--- src/rtl/gpu_pkg.sv ---
// Shared types and sizes for the pipelined-GPU sequencer slice.
package gpu_pkg;

    localparam int MAX_OPS = 16;
    localparam int IDX_W   = 4;
    localparam int DATA_W  = 8;
    localparam int CNT_W   = 5;

    typedef enum logic [2:0] {
        IDLE,
        LOAD,
        STREAM,
        DRAIN,
        DONE
    } seq_state_t;

    function automatic logic [CNT_W-1:0] clamp_ops(input logic [CNT_W-1:0] n);
        return (n > CNT_W'(MAX_OPS)) ? CNT_W'(MAX_OPS) : n;
    endfunction

endpackage

--- src/rtl/gpu_pipe_sequencer_if.sv ---
// Bus between the sequencer (master) and the pipelined GPU core (slave).
interface gpu_pipe_sequencer_if;
    import gpu_pkg::*;

    logic              mem_write_en;
    logic [IDX_W-1:0]  mem_write_idx;
    logic [DATA_W-1:0] mem_write_val;
    logic              valid_in;
    logic [IDX_W-1:0]  weight_addr;
    logic [DATA_W-1:0] activation_in;
    logic [63:0]       result_out;
    logic              valid_out;
    logic              zero_skipped;

    modport master (
        output mem_write_en, mem_write_idx, mem_write_val,
        output valid_in, weight_addr, activation_in,
        input  result_out, valid_out, zero_skipped
    );

    modport slave (
        input  mem_write_en, mem_write_idx, mem_write_val,
        input  valid_in, weight_addr, activation_in,
        output result_out, valid_out, zero_skipped
    );

endinterface

--- src/rtl/gpu_result_collector.sv ---
// Result-side bookkeeping: accumulator, result/skip counts, fill latency and drain idle timer.
module gpu_result_collector
    import gpu_pkg::*;
#(
    parameter int ACC_W         = 40,
    parameter int DRAIN_TIMEOUT = 64
) (
    input  logic             clk,
    input  logic             rst,
    input  logic             job_clear,
    input  logic             collect_en,
    input  logic             drain_en,
    input  logic             issue_valid,
    input  logic [CNT_W-1:0] n_ops,
    input  logic             valid_out,
    input  logic             zero_skipped,
    input  logic [31:0]      result_lo,
    output logic [ACC_W-1:0] acc_out,
    output logic [CNT_W-1:0] result_count,
    output logic [CNT_W-1:0] skip_count,
    output logic [7:0]       fill_latency,
    output logic             idle_expire
);

    localparam int IDLE_W = $clog2(DRAIN_TIMEOUT + 1);

    logic [IDLE_W-1:0] idle_cnt;
    logic              fill_started;
    logic              fill_running;
    logic              take;

    assign take        = collect_en && valid_out && (result_count < n_ops);
    // Fires on the edge that would complete the DRAIN_TIMEOUT-th idle cycle.
    assign idle_expire = drain_en && !valid_out && (idle_cnt == IDLE_W'(DRAIN_TIMEOUT - 1));

    always_ff @(posedge clk) begin
        if (rst || job_clear) begin
            acc_out      <= '0;
            result_count <= '0;
            skip_count   <= '0;
            fill_latency <= '0;
            fill_started <= 1'b0;
            fill_running <= 1'b0;
            idle_cnt     <= '0;
        end else begin
            if (take) begin
                acc_out      <= acc_out + ACC_W'(result_lo);
                result_count <= result_count + CNT_W'(1);
                if (zero_skipped) begin
                    skip_count <= skip_count + CNT_W'(1);
                end
            end

            if (!fill_started && issue_valid) begin
                fill_started <= 1'b1;
                fill_running <= 1'b1;
                fill_latency <= 8'd1;
            end else if (fill_running) begin
                if (valid_out) begin
                    fill_running <= 1'b0;
                end else if (fill_latency != 8'hFF) begin
                    fill_latency <= fill_latency + 8'd1;
                end
            end

            if (!drain_en || valid_out) begin
                idle_cnt <= '0;
            end else if (idle_cnt != {IDLE_W{1'b1}}) begin
                idle_cnt <= idle_cnt + IDLE_W'(1);
            end
        end
    end

endmodule

--- src/rtl/gpu_pipe_sequencer.sv ---
// Job sequencer for the pipelined GPU: loads weights, streams activations, collects results.
module gpu_pipe_sequencer
    import gpu_pkg::*;
#(
    parameter int ACC_W         = 40,
    parameter int DRAIN_TIMEOUT = 64
) (
    input  logic                 clk,
    input  logic                 rst,
    input  logic                 start,
    input  logic [CNT_W-1:0]     num_ops,
    input  logic                 load_weights,
    input  logic                 wt_valid,
    input  logic [DATA_W-1:0]    wt_data,
    output logic                 wt_ready,
    input  logic                 act_valid,
    input  logic [DATA_W-1:0]    act_data,
    output logic                 act_ready,
    gpu_pipe_sequencer_if.master gpu,
    output logic                 busy,
    output logic                 done,
    output logic [ACC_W-1:0]     acc_out,
    output logic [CNT_W-1:0]     result_count,
    output logic [CNT_W-1:0]     skip_count,
    output logic [7:0]           issue_cycles,
    output logic [7:0]           fill_latency,
    output logic                 timeout_err
);

    seq_state_t       state;
    seq_state_t       state_next;
    logic [CNT_W-1:0] n_ops;
    logic [CNT_W-1:0] load_cnt;
    logic [CNT_W-1:0] op_cnt;
    logic             job_start;
    logic             wt_hs;
    logic             act_hs;
    logic             idle_expire;
    logic             timeout_hit;
    logic             unused_result_hi;

    // Only the low word of each GPU result contributes to the accumulator.
    assign unused_result_hi = ^gpu.result_out[63:32];

    assign job_start = (state == IDLE) && start;
    assign wt_hs     = wt_valid && wt_ready;
    assign act_hs    = act_valid && act_ready;

    always_comb begin
        state_next  = state;
        busy        = (state != IDLE);
        done        = (state == DONE);
        wt_ready    = (state == LOAD);
        act_ready   = (state == STREAM);
        timeout_hit = 1'b0;
        unique case (state)
            IDLE: begin
                if (start) begin
                    if (clamp_ops(num_ops) == '0) begin
                        state_next = DONE;
                    end else if (load_weights) begin
                        state_next = LOAD;
                    end else begin
                        state_next = STREAM;
                    end
                end
            end
            LOAD: begin
                if (wt_valid && (load_cnt + CNT_W'(1) == n_ops)) begin
                    state_next = STREAM;
                end
            end
            STREAM: begin
                if (act_valid && (op_cnt + CNT_W'(1) == n_ops)) begin
                    state_next = DRAIN;
                end
            end
            DRAIN: begin
                if (result_count == n_ops) begin
                    state_next = DONE;
                end else if (idle_expire) begin
                    timeout_hit = 1'b1;
                    state_next  = DONE;
                end
            end
            DONE: begin
                state_next = IDLE;
            end
            default: begin
                state_next = IDLE;
            end
        endcase
    end

    always_ff @(posedge clk) begin
        if (rst) begin
            state             <= IDLE;
            n_ops             <= '0;
            load_cnt          <= '0;
            op_cnt            <= '0;
            issue_cycles      <= '0;
            timeout_err       <= 1'b0;
            gpu.mem_write_en  <= 1'b0;
            gpu.mem_write_idx <= '0;
            gpu.mem_write_val <= '0;
            gpu.valid_in      <= 1'b0;
            gpu.weight_addr   <= '0;
            gpu.activation_in <= '0;
        end else begin
            state            <= state_next;
            gpu.mem_write_en <= wt_hs;
            gpu.valid_in     <= act_hs;

            if (wt_hs) begin
                gpu.mem_write_idx <= load_cnt[IDX_W-1:0];
                gpu.mem_write_val <= wt_data;
                load_cnt          <= load_cnt + CNT_W'(1);
            end

            if (act_hs) begin
                gpu.weight_addr   <= op_cnt[IDX_W-1:0];
                gpu.activation_in <= act_data;
                op_cnt            <= op_cnt + CNT_W'(1);
            end

            if ((state == STREAM) && (issue_cycles != 8'hFF)) begin
                issue_cycles <= issue_cycles + 8'd1;
            end

            if (timeout_hit) begin
                timeout_err <= 1'b1;
            end

            if (job_start) begin
                n_ops        <= clamp_ops(num_ops);
                load_cnt     <= '0;
                op_cnt       <= '0;
                issue_cycles <= '0;
                timeout_err  <= 1'b0;
            end
        end
    end

    gpu_result_collector #(
        .ACC_W         (ACC_W),
        .DRAIN_TIMEOUT (DRAIN_TIMEOUT)
    ) u_collector (
        .clk          (clk),
        .rst          (rst),
        .job_clear    (job_start),
        .collect_en   ((state == STREAM) || (state == DRAIN)),
        .drain_en     (state == DRAIN),
        .issue_valid  (gpu.valid_in),
        .n_ops        (n_ops),
        .valid_out    (gpu.valid_out),
        .zero_skipped (gpu.zero_skipped),
        .result_lo    (gpu.result_out[31:0]),
        .acc_out      (acc_out),
        .result_count (result_count),
        .skip_count   (skip_count),
        .fill_latency (fill_latency),
        .idle_expire  (idle_expire)
    );

endmodule

--- src/flat_wrapper.sv ---
// flat-port wrapper written by rule: the top's interface ports become plain ports
module gpu_pipe_sequencer_flat import gpu_pkg::*;
#(
    parameter int ACC_W         = 40,
    parameter int DRAIN_TIMEOUT = 64
)
  (clk, rst, start, num_ops, load_weights, wt_valid, wt_data, wt_ready, act_valid, act_data, act_ready, busy, done, acc_out, result_count, skip_count, issue_cycles, fill_latency, timeout_err, gpu_mem_write_en, gpu_mem_write_idx, gpu_mem_write_val, gpu_valid_in, gpu_weight_addr, gpu_activation_in, gpu_result_out, gpu_valid_out, gpu_zero_skipped);
  gpu_pipe_sequencer_if gpu_i ();
  input  logic clk;
  input  logic rst;
  input  logic start;
  input  logic [CNT_W-1:0] num_ops;
  input  logic load_weights;
  input  logic wt_valid;
  input  logic [DATA_W-1:0] wt_data;
  output logic wt_ready;
  input  logic act_valid;
  input  logic [DATA_W-1:0] act_data;
  output logic act_ready;
  output logic busy;
  output logic done;
  output logic [ACC_W-1:0] acc_out;
  output logic [CNT_W-1:0] result_count;
  output logic [CNT_W-1:0] skip_count;
  output logic [7:0] issue_cycles;
  output logic [7:0] fill_latency;
  output logic timeout_err;
  output wire logic [$bits(gpu_i.mem_write_en)-1:0] gpu_mem_write_en;
  output wire logic [$bits(gpu_i.mem_write_idx)-1:0] gpu_mem_write_idx;
  output wire logic [$bits(gpu_i.mem_write_val)-1:0] gpu_mem_write_val;
  output wire logic [$bits(gpu_i.valid_in)-1:0] gpu_valid_in;
  output wire logic [$bits(gpu_i.weight_addr)-1:0] gpu_weight_addr;
  output wire logic [$bits(gpu_i.activation_in)-1:0] gpu_activation_in;
  input wire logic [$bits(gpu_i.result_out)-1:0] gpu_result_out;
  input wire logic [$bits(gpu_i.valid_out)-1:0] gpu_valid_out;
  input wire logic [$bits(gpu_i.zero_skipped)-1:0] gpu_zero_skipped;
  assign gpu_mem_write_en = gpu_i.mem_write_en;
  assign gpu_mem_write_idx = gpu_i.mem_write_idx;
  assign gpu_mem_write_val = gpu_i.mem_write_val;
  assign gpu_valid_in = gpu_i.valid_in;
  assign gpu_weight_addr = gpu_i.weight_addr;
  assign gpu_activation_in = gpu_i.activation_in;
  assign gpu_i.result_out = gpu_result_out;
  assign gpu_i.valid_out = gpu_valid_out;
  assign gpu_i.zero_skipped = gpu_zero_skipped;
  gpu_pipe_sequencer #(.ACC_W(ACC_W), .DRAIN_TIMEOUT(DRAIN_TIMEOUT)) u_core (.clk(clk), .rst(rst), .start(start), .num_ops(num_ops), .load_weights(load_weights), .wt_valid(wt_valid), .wt_data(wt_data), .wt_ready(wt_ready), .act_valid(act_valid), .act_data(act_data), .act_ready(act_ready), .gpu(gpu_i), .busy(busy), .done(done), .acc_out(acc_out), .result_count(result_count), .skip_count(skip_count), .issue_cycles(issue_cycles), .fill_latency(fill_latency), .timeout_err(timeout_err));
endmodule
--- config.mk ---
export PLATFORM = sky130hd
export DESIGN_NAME = gpu_pipe_sequencer_flat
export DESIGN_NICKNAME = d
export VERILOG_FILES = /design/src/rtl/gpu_pkg.sv /design/src/rtl/gpu_pipe_sequencer_if.sv /design/src/rtl/gpu_result_collector.sv /design/src/rtl/gpu_pipe_sequencer.sv /design/src/flat_wrapper.sv
export SDC_FILE = /design/constraint.sdc
export NUM_CORES = 1
export LEC_CHECK = 0
export ABC_AREA = 0
export BUFFER_PORTS_ARGS = -buffer_cell sky130_fd_sc_hd__buf_2
export CAP_MARGIN = 10
export CORE_MARGIN = 10
export CORE_UTILIZATION = 45
export DETAILED_ROUTE_END_ITERATION = 10
export PLACE_DENSITY_LB_ADDON = 0.25
export SLEW_MARGIN = 20
export SYNTH_ARGS = -nofsm -noshare
export SYNTH_HDL_FRONTEND = slang
export SYNTH_SLANG_ARGS = --single-unit
--- constraint.sdc ---
create_clock -name clk -period 2.8 [get_ports clk]
set_input_delay 0.56 -clock clk [delete_from_list [all_inputs] [get_ports clk]]
set_output_delay 0.56 -clock clk [all_outputs]
set_load 0.01 [all_outputs]
Yosys cells after proc, flatten, opt, wreduce, memory -nomap -nowiden
Cells that the tools add are included.
{"block": "word_totals", "ff_bits": 120, "output_inout_bits": 97, "wordCells": 95}
{"block": "classes", "add_sub_neg": 8, "order_cmp": 2, "n_eq_ne": 16, "muxes": 19, "bitwise": 1, "n_reduce_logical": 29}
{"cell": "$add 40x32->40", "count": 1}
{"cell": "$add 5x1->5 const B", "count": 4}
{"cell": "$mux 3", "count": 6}
{"cell": "$add 8x1->8 const B", "count": 2}
{"cell": "$ne 8x8->1 const B", "count": 2}
{"cell": "$eq 5x5->1", "count": 3}
{"cell": "$pmux 3 s4", "count": 1}
{"cell": "$logic_and 1x1->1", "count": 11}
{"cell": "$mux 1", "count": 10}
{"cell": "$add 7x1->7 const B", "count": 1}
{"cell": "$eq 7x6->1 const B", "count": 1}
{"cell": "$ne 7x7->1 const B", "count": 1}
{"cell": "$eq 3x2->1 const B", "count": 2}
{"cell": "$ne 2x2->1 const B", "count": 3}
{"cell": "$reduce_and 3->1", "count": 2}
{"cell": "$reduce_or 2->1", "count": 3}
{"cell": "$gt 5x5->1 const B", "count": 1}
{"cell": "$logic_not 5->1", "count": 1}
{"cell": "$lt 5x5->1", "count": 1}
{"cell": "$mux 5", "count": 1}
{"cell": "$reduce_and 4->1", "count": 1}
{"cell": "$reduce_bool 2->1", "count": 2}
{"cell": "$eq 3x1->1 const B", "count": 1}
{"cell": "$eq 3x3->1 const B", "count": 1}
{"cell": "9 further kinds", "count": 13}

Logic depth before layout (Yosys ltp)
Gate-level depths: netlist (run 1).
{"block": "logic_depth", "depth_word": 6, "mapped_depth": 12, "depth_no_buf": 12}

Modules after synthesis
From an unflattened synthesis (run 1), not the netlist that was laid out.
{"block": "hier_totals", "hier_cells": 879, "area_unflattened_um2": 7019.2}
{"module": "gpu_result_collector", "n_inst": 1, "cells_each": 601, "area_each_um2": 4679.5, "seq_area_each_um2": 1341.3}
{"module": "gpu_pipe_sequencer", "n_inst": 1, "cells_each": 278, "area_each_um2": 2339.7, "seq_area_each_um2": 1061.0}

Worst setup path before layout (run 1)
Ideal clock, no wire load.
{"block": "synth_path", "path_type": "input to register", "from": "input gpu_result_out[1]", "to": "register u_core.u_collector.acc_out[37]", "setup_time_ns": 0.128, "arrival_time_ns": 2.868, "required_ns": 2.672, "setup_slack_ns": -0.195, "stages": 11, "n_path_buf": 0, "cell_sequence": "ha_1 a211oi_1 nor2_1 o31a_1 a211o_4 a2111oi_4 nor4_1 a211oi_2 nor3_1 xnor2_1 nor2_1"}
{"block": "synth_between", "elab_chain_cells": 1}
{"element": "from (decl)", "line": "flat_wrapper.sv:34", "source": "input wire logic [$bits(gpu_i.result_out)-1:0] gpu_result_out;"}
{"element": "$add 40x32->40", "line": "gpu_result_collector.sv:47", "source": "acc_out <= acc_out + ACC_W'(result_lo);"}
{"element": "to (signal assigned)", "line": "gpu_result_collector.sv:47"}
{"element": "to (decl)", "line": "gpu_result_collector.sv:18", "source": "output logic [ACC_W-1:0] acc_out,"}
Every way passes these cells.
A chain may end at the register's enable or synchronous reset.

Worst setup path in the final report (run 1)
{"block": "layout_path", "from": "register u_core.u_collector.acc_out[0]", "to": "register u_core.u_collector.acc_out[35]"}
{"block": "layout_between", "elab_chain_cells": 1}
{"element": "$add 40x32->40", "line": "gpu_result_collector.sv:47"}
Every way passes these cells.

==> summary.md, run 1 <==
| Metric | Value |
|---|---|
| Final Hold Fails | `0` |
| Syn_area_per_cell | `~8.0 µm²` |
| Global-route wire length before repair | `between 20 and 30 mm` |
| FFs w/ async S/R, synth | `0` |
| CTS tree | `done` |
| CTS Sinks | `120` |
| CP peak stage delay | `~450 ps` |
| Count of different cell masters after synthesis | `between 50 and 60` |
| Seq/Total Area, Yosys | `0.373` |
| WP data arrival | `between 3000 and 4000 ps` |
| 1st-iter DRT viols | `298` |
| Leak pwr | `approximately 3.7 nW` |
| Fmax | `366 MHz` |
| Crit end category | `flop` |
| Skew final | `about 8.2 ps` |
| FF+latch area | `roughly 0.0024 mm²` |
| Row cnt | `43` |
| Overall Power | `between 5 and 6 mW` |
| Dpl hpwl | `between 10 and 15 mm` |
| Pwr Density | `607 mW/mm²` |
| Drt via density | `5.13` |
| Slew Limit Fails | `0` |
| Post-Place Cells | `1174` |
| Vias in the first global route | `about 6.0k` |
| Final period util | `0.976` |
| CTS max path bufs | `2` |
| GRT overflow | `0` |
| Post-Route Setup TNS | `0 ps` |
| Total track usage | `0.171` |
| Number of flops mapped to enable cells by yosys | `0` |
| Wire length per cell | `about 14 µm` |
| Cell count after synthesis | `807` |
| Setup-failing EPs final | `0` |
| Seq cells post-synth | `120` |
| Tmin final | `roughly 2700 ps` |
| Dpl cell area | `just under 0.008 mm²` |
| HP Class | `input pin to flop` |
| Largest net degree at the start of global routing | `72` |
| Post-Layout Inst Area | `0.00856 mm²` |
| Req. time, crit path | `around 3000 ps` |
| Fin nets | `between 1k and 1.5k` |
| Reg2Reg Depth | `12` |
| Pre-CTS WS | `-289 ps` |
| Syn Nets | `between 900 and 1k` |
| Worst setup SP type | `flop` |
| Antenna cells | `0` |
| Filler instances | `around 1.3k` |
| Status | `completed` |
| Final Non-Filler Cells | `1211` |
| Slew headroom | `0.564` |
| Fin util | `0.615` |
| Max-Cap Viols | `0` |
| TritonCTS Buffers | `17` |
| Die width | `about 140 µm` |
| Io pins | `190` |
| Antenna Nets Post-Route | `0` |
| Die Ht | `between 100 and 150 µm` |
| DRT Pass-1 Iters | `4` |
| Layout cell share with drive strength beyond 1 | `0.275` |
| Die footprint | `0.0195 mm²` |
| Synth warnings | `0` |
| Vias | `6216` |
| Clk root buf | `clkbuf_16` |
| Port buffer count | `around 160` |
| Initial Utilization | `0.463` |
| Core area | `0.0139 mm²` |
| Initial antenna violation count | `0` |
| Synth Flop Type | `dfxtp_1` |
| Area of the multi-input gates | `~0.0040 mm²` |
| Mapped Area | `between 0.006 and 0.007 mm²` |
| Worst VDD drop | `0.453 mV` |
| Hold Crit Depth | `3` |
| Worst setup margin | `approximately 66 ps` |
| Max Fanout on Critical Path | `4` |
| RSZ-0062 raised after global routing | `yes` |
| Post-route DRC | `0` |
| Crit path cell chain | `ha_4 -> a211oi_2 -> nor2_1 -> o31a_1 -> a211o_4 -> a2111oi_4 -> nor4_2 -> a211oi_2 -> buf_4 -> nor3_1 -> xnor2_1 -> nor2_1` |
| CP max-delay cell | `a2111oi_4` |
| Setup CP Type | `flop to flop` |
| # hold bufs at CTS | `0` |
| Synth-to-Final Area Change | `32.9%` |
| Clock Latency Late Sink | `410 ps` |
| Placer congestion estimate | `between 0.8 and 0.9` |
| Worst-Margin Slew | `roughly 650 ps` |
| Clock slew at the register clock pins of the worst setup and hold paths | `roughly 60 ps` |
| Worst-case hold slack | `367 ps` |
| # H-tree levels | `4` |
| Wirelength, routed | `around 17 mm` |
==> cells in the final DEF, fill, tap and decap left out, types with 5 or more instances in the layout <==
cell type and instances:
a31oi_1 5, and2_1 6, a21oi_1 100, nand3_1 23, nand2b_1 9, ha_1 39, nand2_1 141, xor2_1 28
buf_2 157, xnor2_1 44, o21ai_0 26, inv_1 13, nor3_1 10, or3_1 7, nor2b_1 5, clkbuf_16 17
ha_4 5, nand4_1 20, buf_4 63, dfxtp_1 116, nor2_1 86, o21a_1 8, a21o_1 10, a211oi_1 8
==> power breakdown <==
part,leakage [nW],internal [mW],switching [mW]
clock,0.272,1.25,0.819
sequential,0.971,1.81,0.0938
combinational,2.47,0.509,0.721
==> kinds of logic (layout without fill, tap and decap cells) <==
kind of cell               Yosys count  after routing  share of synthesized area
AOI/OAI and AO/OA                  191            191                      0.177
DFF                                120            120                      0.373
muxes                                4              4                    0.00621
and+or+nand+nor                    332            332                      0.232
xor gates and xnor gates            72             72                     0.0978
buffers and inverters               43            267                     0.0254
adders and majority gates           45             45                     0.0885
==> registers in the layout (all words and copies together), names as in the netlist, 5 cells and up <==
| register | flops |
|---|---|
| u_core.gpu.mem_write_val | 8 |
| u_core.u_collector.idle_cnt | 7 |
| u_core.gpu.activation_in | 8 |
| u_core.issue_cycles | 8 |
| u_core.u_collector.acc_out | 40 |
| u_core.u_collector.skip_count | 5 |
| u_core.op_cnt | 5 |
| u_core.n_ops | 5 |
| u_core.u_collector.result_count | 5 |
| u_core.u_collector.fill_latency | 8 |
| u_core.load_cnt | 5 |
==> worst paths after layout <==
kind,start,slack [ps],end
setup / recovery,u_core.u_collector.acc_out[0]$_SDFFE_PP0P_,70,u_core.u_collector.acc_out[35]$_SDFFE_PP0P_
hold / removal,num_ops[1],370,u_core.n_ops[1]$_SDFFE_PP0P_
setup reg to reg,u_core.u_collector.acc_out[0]$_SDFFE_PP0P_,70,u_core.u_collector.acc_out[35]$_SDFFE_PP0P_
hold reg to reg,u_core.gpu.weight_addr[1]$_SDFFE_PP0P_,450,u_core.gpu.weight_addr[1]$_SDFFE_PP0P_
==> routing by layer <==
metal / part of all wire / vias to the layer above / track usage
met5: 0 / - / 0
met4: 0.011 / 0 / 0.0429
met3: 0.056 / 13 / 0.0609
met2: 0.48 / 122 / 0.283
met1: 0.45 / 2843 / 0.206
li1: - / 3238 / -
==> cell usage after synthesis, types with 4 or more instances <==
| master | count | area, µm² |
|---|---|---|
| nand2_1 | 141 | 529 |
| dfxtp_1 | 120 | 2400 |
| a21oi_1 | 103 | 515 |
| nor2_1 | 86 | 323 |
| ha_1 | 44 | 551 |
| xnor2_1 | 44 | 385 |
| o21ai_0 | 29 | 145 |
| clkbuf_1 | 28 | 105 |
| xor2_1 | 28 | 245 |
| nand3_1 | 23 | 115 |
| nand4_1 | 20 | 125 |
| inv_1 | 13 | 48.8 |
| nor3_1 | 12 | 60.1 |
| a21o_1 | 10 | 75.1 |
| nand2b_1 | 10 | 62.6 |
| a211oi_1 | 9 | 67.6 |
| o21a_1 | 8 | 60.1 |
| or3_1 | 7 | 43.8 |
| a31oi_1 | 6 | 37.5 |
| and2_1 | 6 | 37.5 |
| nor2b_1 | 5 | 31.3 |
| and3_1 | 4 | 25.0 |
| and4_1 | 4 | 35.0 |
| mux2i_1 | 4 | 40.0 |
==> what timing repair did <==
action | CTS | global route
endpoints found under the setup margin | 0 | 13
buffers inserted | 0 | 5
resized for setup | 0 | 20
endpoints found under the hold margin | 0 | 0
==> layout make-up <==
| type | instances | area share |
|---|---|---|
| clock inverter | 14 | 0.0146 |
| multi-input combinational | 644 | 0.469 |
| inverter | 13 | 0.00570 |
| sequential | 120 | 0.281 |
| tap | 180 | 0.0263 |
| clock buffer | 18 | 0.0513 |
| timing repair buffer | 222 | 0.152 |
==> critical path: cells and delay by family (launching register included) <==
| family | cells | cell delay [ps] |
|---|---|---|
| buffers and inverters | 1 | 160 |
| adder cells (fa/ha/maj) | 1 | 180 |
| XOR/XNOR | 1 | 140 |
| AO/OA/AOI/OAI | 5 | 1510 |
| AND/OR/NAND/NOR | 4 | 270 |
| flip-flops | 1 | 340 |
Note: power is estimated with default switching activity, not from simulation.
==> run 2, diff against run 1 <==
CORE_ASPECT_RATIO = 1.75   (was default)
CORE_UTILIZATION = 29   (was 45)
==> run 2 against run 1 <==
Against the previous run:
- die area is 48% higher
- largest power group unchanged
- non-clock buffer count is 4 higher
- critical path depth stayed put
- critical path type unchanged
==> summary.md, run 2 (synthesized netlist as in run 1, its figures left out) <==
| Metric | Value |
|---|---|
| Dpl cell area | `0.00807 mm² (+2.4%)` |
| DRT Pass-1 Iters | `4 (unchanged)` |
| Setup-failing EPs final | `0 (unchanged)` |
| Pwr Density | `617 mW/mm² (+1.8%)` |
| Sequential share of power | `0.352 (-0.014)` |
| Commonest cells after routing, fill and taps aside | `buf_2, nand2_1, dfxtp_1` |
| Clock Latency Late Sink | `420 ps (about the same)` |
| Wirelength, routed | `20.4 mm (+18%)` |
| Worst path most repeated cell | `nor2_1` |
| Die width | `133 µm (-5.0%)` |
| Placer congestion estimate | `0.845 (-0.25%)` |
| Internal Power | `3.77 mW (+5.7%)` |
| Vias | `6377 (+2.6%)` |
| CP peak stage delay | `410 ps (-40 ps)` |
| # H-tree levels | `4 (unchanged)` |
| Fmax | `370 MHz (+1.2%)` |
| Vias in the first global route | `6537 (+8.3%)` |
| Largest net degree at the start of global routing | `72 (unchanged)` |
| Wire length per cell | `15.3 µm (+7.4%)` |
| Comb power frac | `0.237 (about the same)` |
| Top reg by flops | `u_core.u_collector.acc_out` |
| Drt via density | `4.79 (-6.6%)` |
| Clock slew at the register clock pins of the worst setup and hold paths | `60 ps (about the same)` |
| Fin nets | `1160 (+0.35%)` |
| HP Class | `input pin to flop` |
| WP buf/inv | `1 (unchanged)` |
| Most common cell after layout, fill and taps aside | `buf_2` |
| RSZ-0062 raised after global routing | `yes` |
| Fin util | `0.399 (-0.216)` |
| 1st-iter DRT viols | `223 (-25%)` |
| Die footprint | `0.0288 mm² (+48%)` |
| Initial antenna violation count | `0 (unchanged)` |
| Skew final | `9.07 ps (+0.870 ps)` |
| CTS Sinks | `120 (unchanged)` |
| Worst VDD drop | `0.269 mV (-41%)` |
| Max Fanout on Critical Path | `4 (unchanged)` |
| Initial Utilization | `0.293 (-0.169)` |
| Io pins | `190 (unchanged)` |
| Post-Layout Inst Area | `0.00877 mm² (+2.4%)` |
| Final period util | `0.964 (-0.0120)` |
| Slew headroom | `0.458 (-0.106)` |
| Setup CP Type | `flop to flop` |
| Crit end category | `flop` |
| Dpl hpwl | `15.8 mm (+21%)` |
| CTS max path bufs | `2 (unchanged)` |
| Switching fraction of total power | `0.304 (-0.00984)` |
| Clock power frac | `0.412 (+0.015)` |
| Global-route wire length before repair | `32.7 mm (+15%)` |
| Psw | `1.65 mW (+0.98%)` |
| Synth-to-Final Area Change | `36.1%` |
| Worst-Margin Slew | `813 ps (+161 ps)` |
| Antenna Nets Post-Route | `0 (unchanged)` |
| Row cnt | `72 (+67%)` |
| Delay-heaviest family, CP | `compound AO/OA/AOI/OAI gates` |
| Max-Cap Viols | `0 (unchanged)` |
| # hold bufs at CTS | `0 (unchanged)` |
| Post-route DRC | `0 (unchanged)` |
| Worst setup SP type | `flop` |
| Status | `completed` |
| Filler instances | `2343 (+83%)` |
| Tmin final | `2700 ps (-33.7 ps)` |
| Final Hold Fails | `0 (unchanged)` |
| TritonCTS Buffers | `17 (unchanged)` |
| Core area | `0.0220 mm² (+58%)` |
| Crit path cell chain | `ha_1 -> o21ai_0 -> nor2_1 -> o31a_1 -> a211o_4 -> a2111oi_4 -> nor4_2 -> a211oi_2 -> buf_4 -> nor3_1 -> xnor2_1 -> nor2_1` |
| Layout cell share with drive strength beyond 1 | `0.278 (+0.00210)` |
| WP data arrival | `3000 ps (-20 ps)` |
| Port buffer count | `157 (unchanged)` |
| Total track usage | `0.139 (-0.0314)` |
| Die Ht | `217 µm (+56%)` |
| Clk root buf | `clkbuf_16` |
| Slew Limit Fails | `0 (unchanged)` |
| Leak pwr | `3.75 nW (+1.0%)` |
| Antenna cells | `0 (unchanged)` |
| Req. time, crit path | `3100 ps (about the same)` |
| CP max-delay cell | `a2111oi_4` |
| CTS tree | `done` |
| Largest register FFs | `40 (unchanged)` |
| GRT overflow | `0 (unchanged)` |
run 2: cell types whose count changed in the layout (fill, tap and decap cells not counted), moves of 3 or more:
cell | previous run | this run
buf_4 | 63 | 67
clkbuf_1 | 0 | 3
clkinv_4 | 4 | 1
clkinvlp_4 | 3 | 0
run 2: worst reg2reg max path: stages, from the launching register on:
cell and delay (ps):
dfxtp_1 320, ha_1 330, o21ai_0 110, nor2_1 90
o31a_1 280, a211o_4 370, a2111oi_4 410, nor4_2 70
a211oi_2 170, buf_4 170, nor3_1 60, xnor2_1 140
nor2_1 50
run 2: area by class of cell:
type / count / area [µm²] / area share
clock buffers: 22 / 464 / 0.0529
clock inverters: 9 / 124 / 0.0141
inverters: 13 / 48.8 / 0.00556
multi-input cells: 644 / 4030 / 0.459
flip-flops and latches: 120 / 2410 / 0.274
well taps: 296 / 370 / 0.0422
repair buffers: 226 / 1330 / 0.151
run 2: worst paths after layout:
check                                                                 from  slack [ps]  cells past startpoint                                     endpoint
worst min-delay path                                            num_ops[3]         380                      3                 u_core.n_ops[3]$_SDFFE_PP0P_
worst max-delay path            u_core.u_collector.acc_out[3]$_SDFFE_PP0P_         100                     12  u_core.u_collector.acc_out[35]$_SDFFE_PP0P_
worst max register to register  u_core.u_collector.acc_out[3]$_SDFFE_PP0P_         100                     12  u_core.u_collector.acc_out[35]$_SDFFE_PP0P_
worst min register to register      u_core.gpu.weight_addr[2]$_SDFFE_PP0P_         450                      2       u_core.gpu.weight_addr[2]$_SDFFE_PP0P_
run 2: metal layers:
metal  part of all wire  global-route usage  up-vias
li1                   -                   -     3237
met1               0.39               0.136     2958
met2               0.54               0.265      148
met3              0.054              0.0415       34
met4              0.021              0.0585        0
met5                  0                   0        -
run 2: what timing repair did:
item | 4_1_cts | 5_1_grt
pin swaps | 0 | 7
resized for setup | 2 | 18
setup endpoints to repair | 2 | 13
gates cloned | 0 | 0
buffers inserted | 0 | 3
run 2: power by group through the flow:
stage | combinational, mW | sequential (mW) | clock, mW
global route | 1.42 | 1.92 | 2.37
detailed placement | 1.28 | 1.94 | 0
floorplan | 0.741 | 1.95 | 0
CTS | 1.29 | 1.90 | 2.31
finish | 1.28 | 1.90 | 2.23
global placement | 1.28 | 1.94 | 0
run 2: per-stage QoR:
stage                     worst slack (ps)  hold WS (ps)  TNS [ps]  power, mW  std cells
final                                 99.7           381         0       5.42       1330
after global routing                 -31.6           370     -47.6       5.72       1330
after CTS                             1.77           349         0       5.51       1327
after detailed placement              -385           444     -4680       3.22       1296
after global placement                -365           439     -4290       3.22       1296
after floorplan                      -39.1           431     -98.8       2.69        807
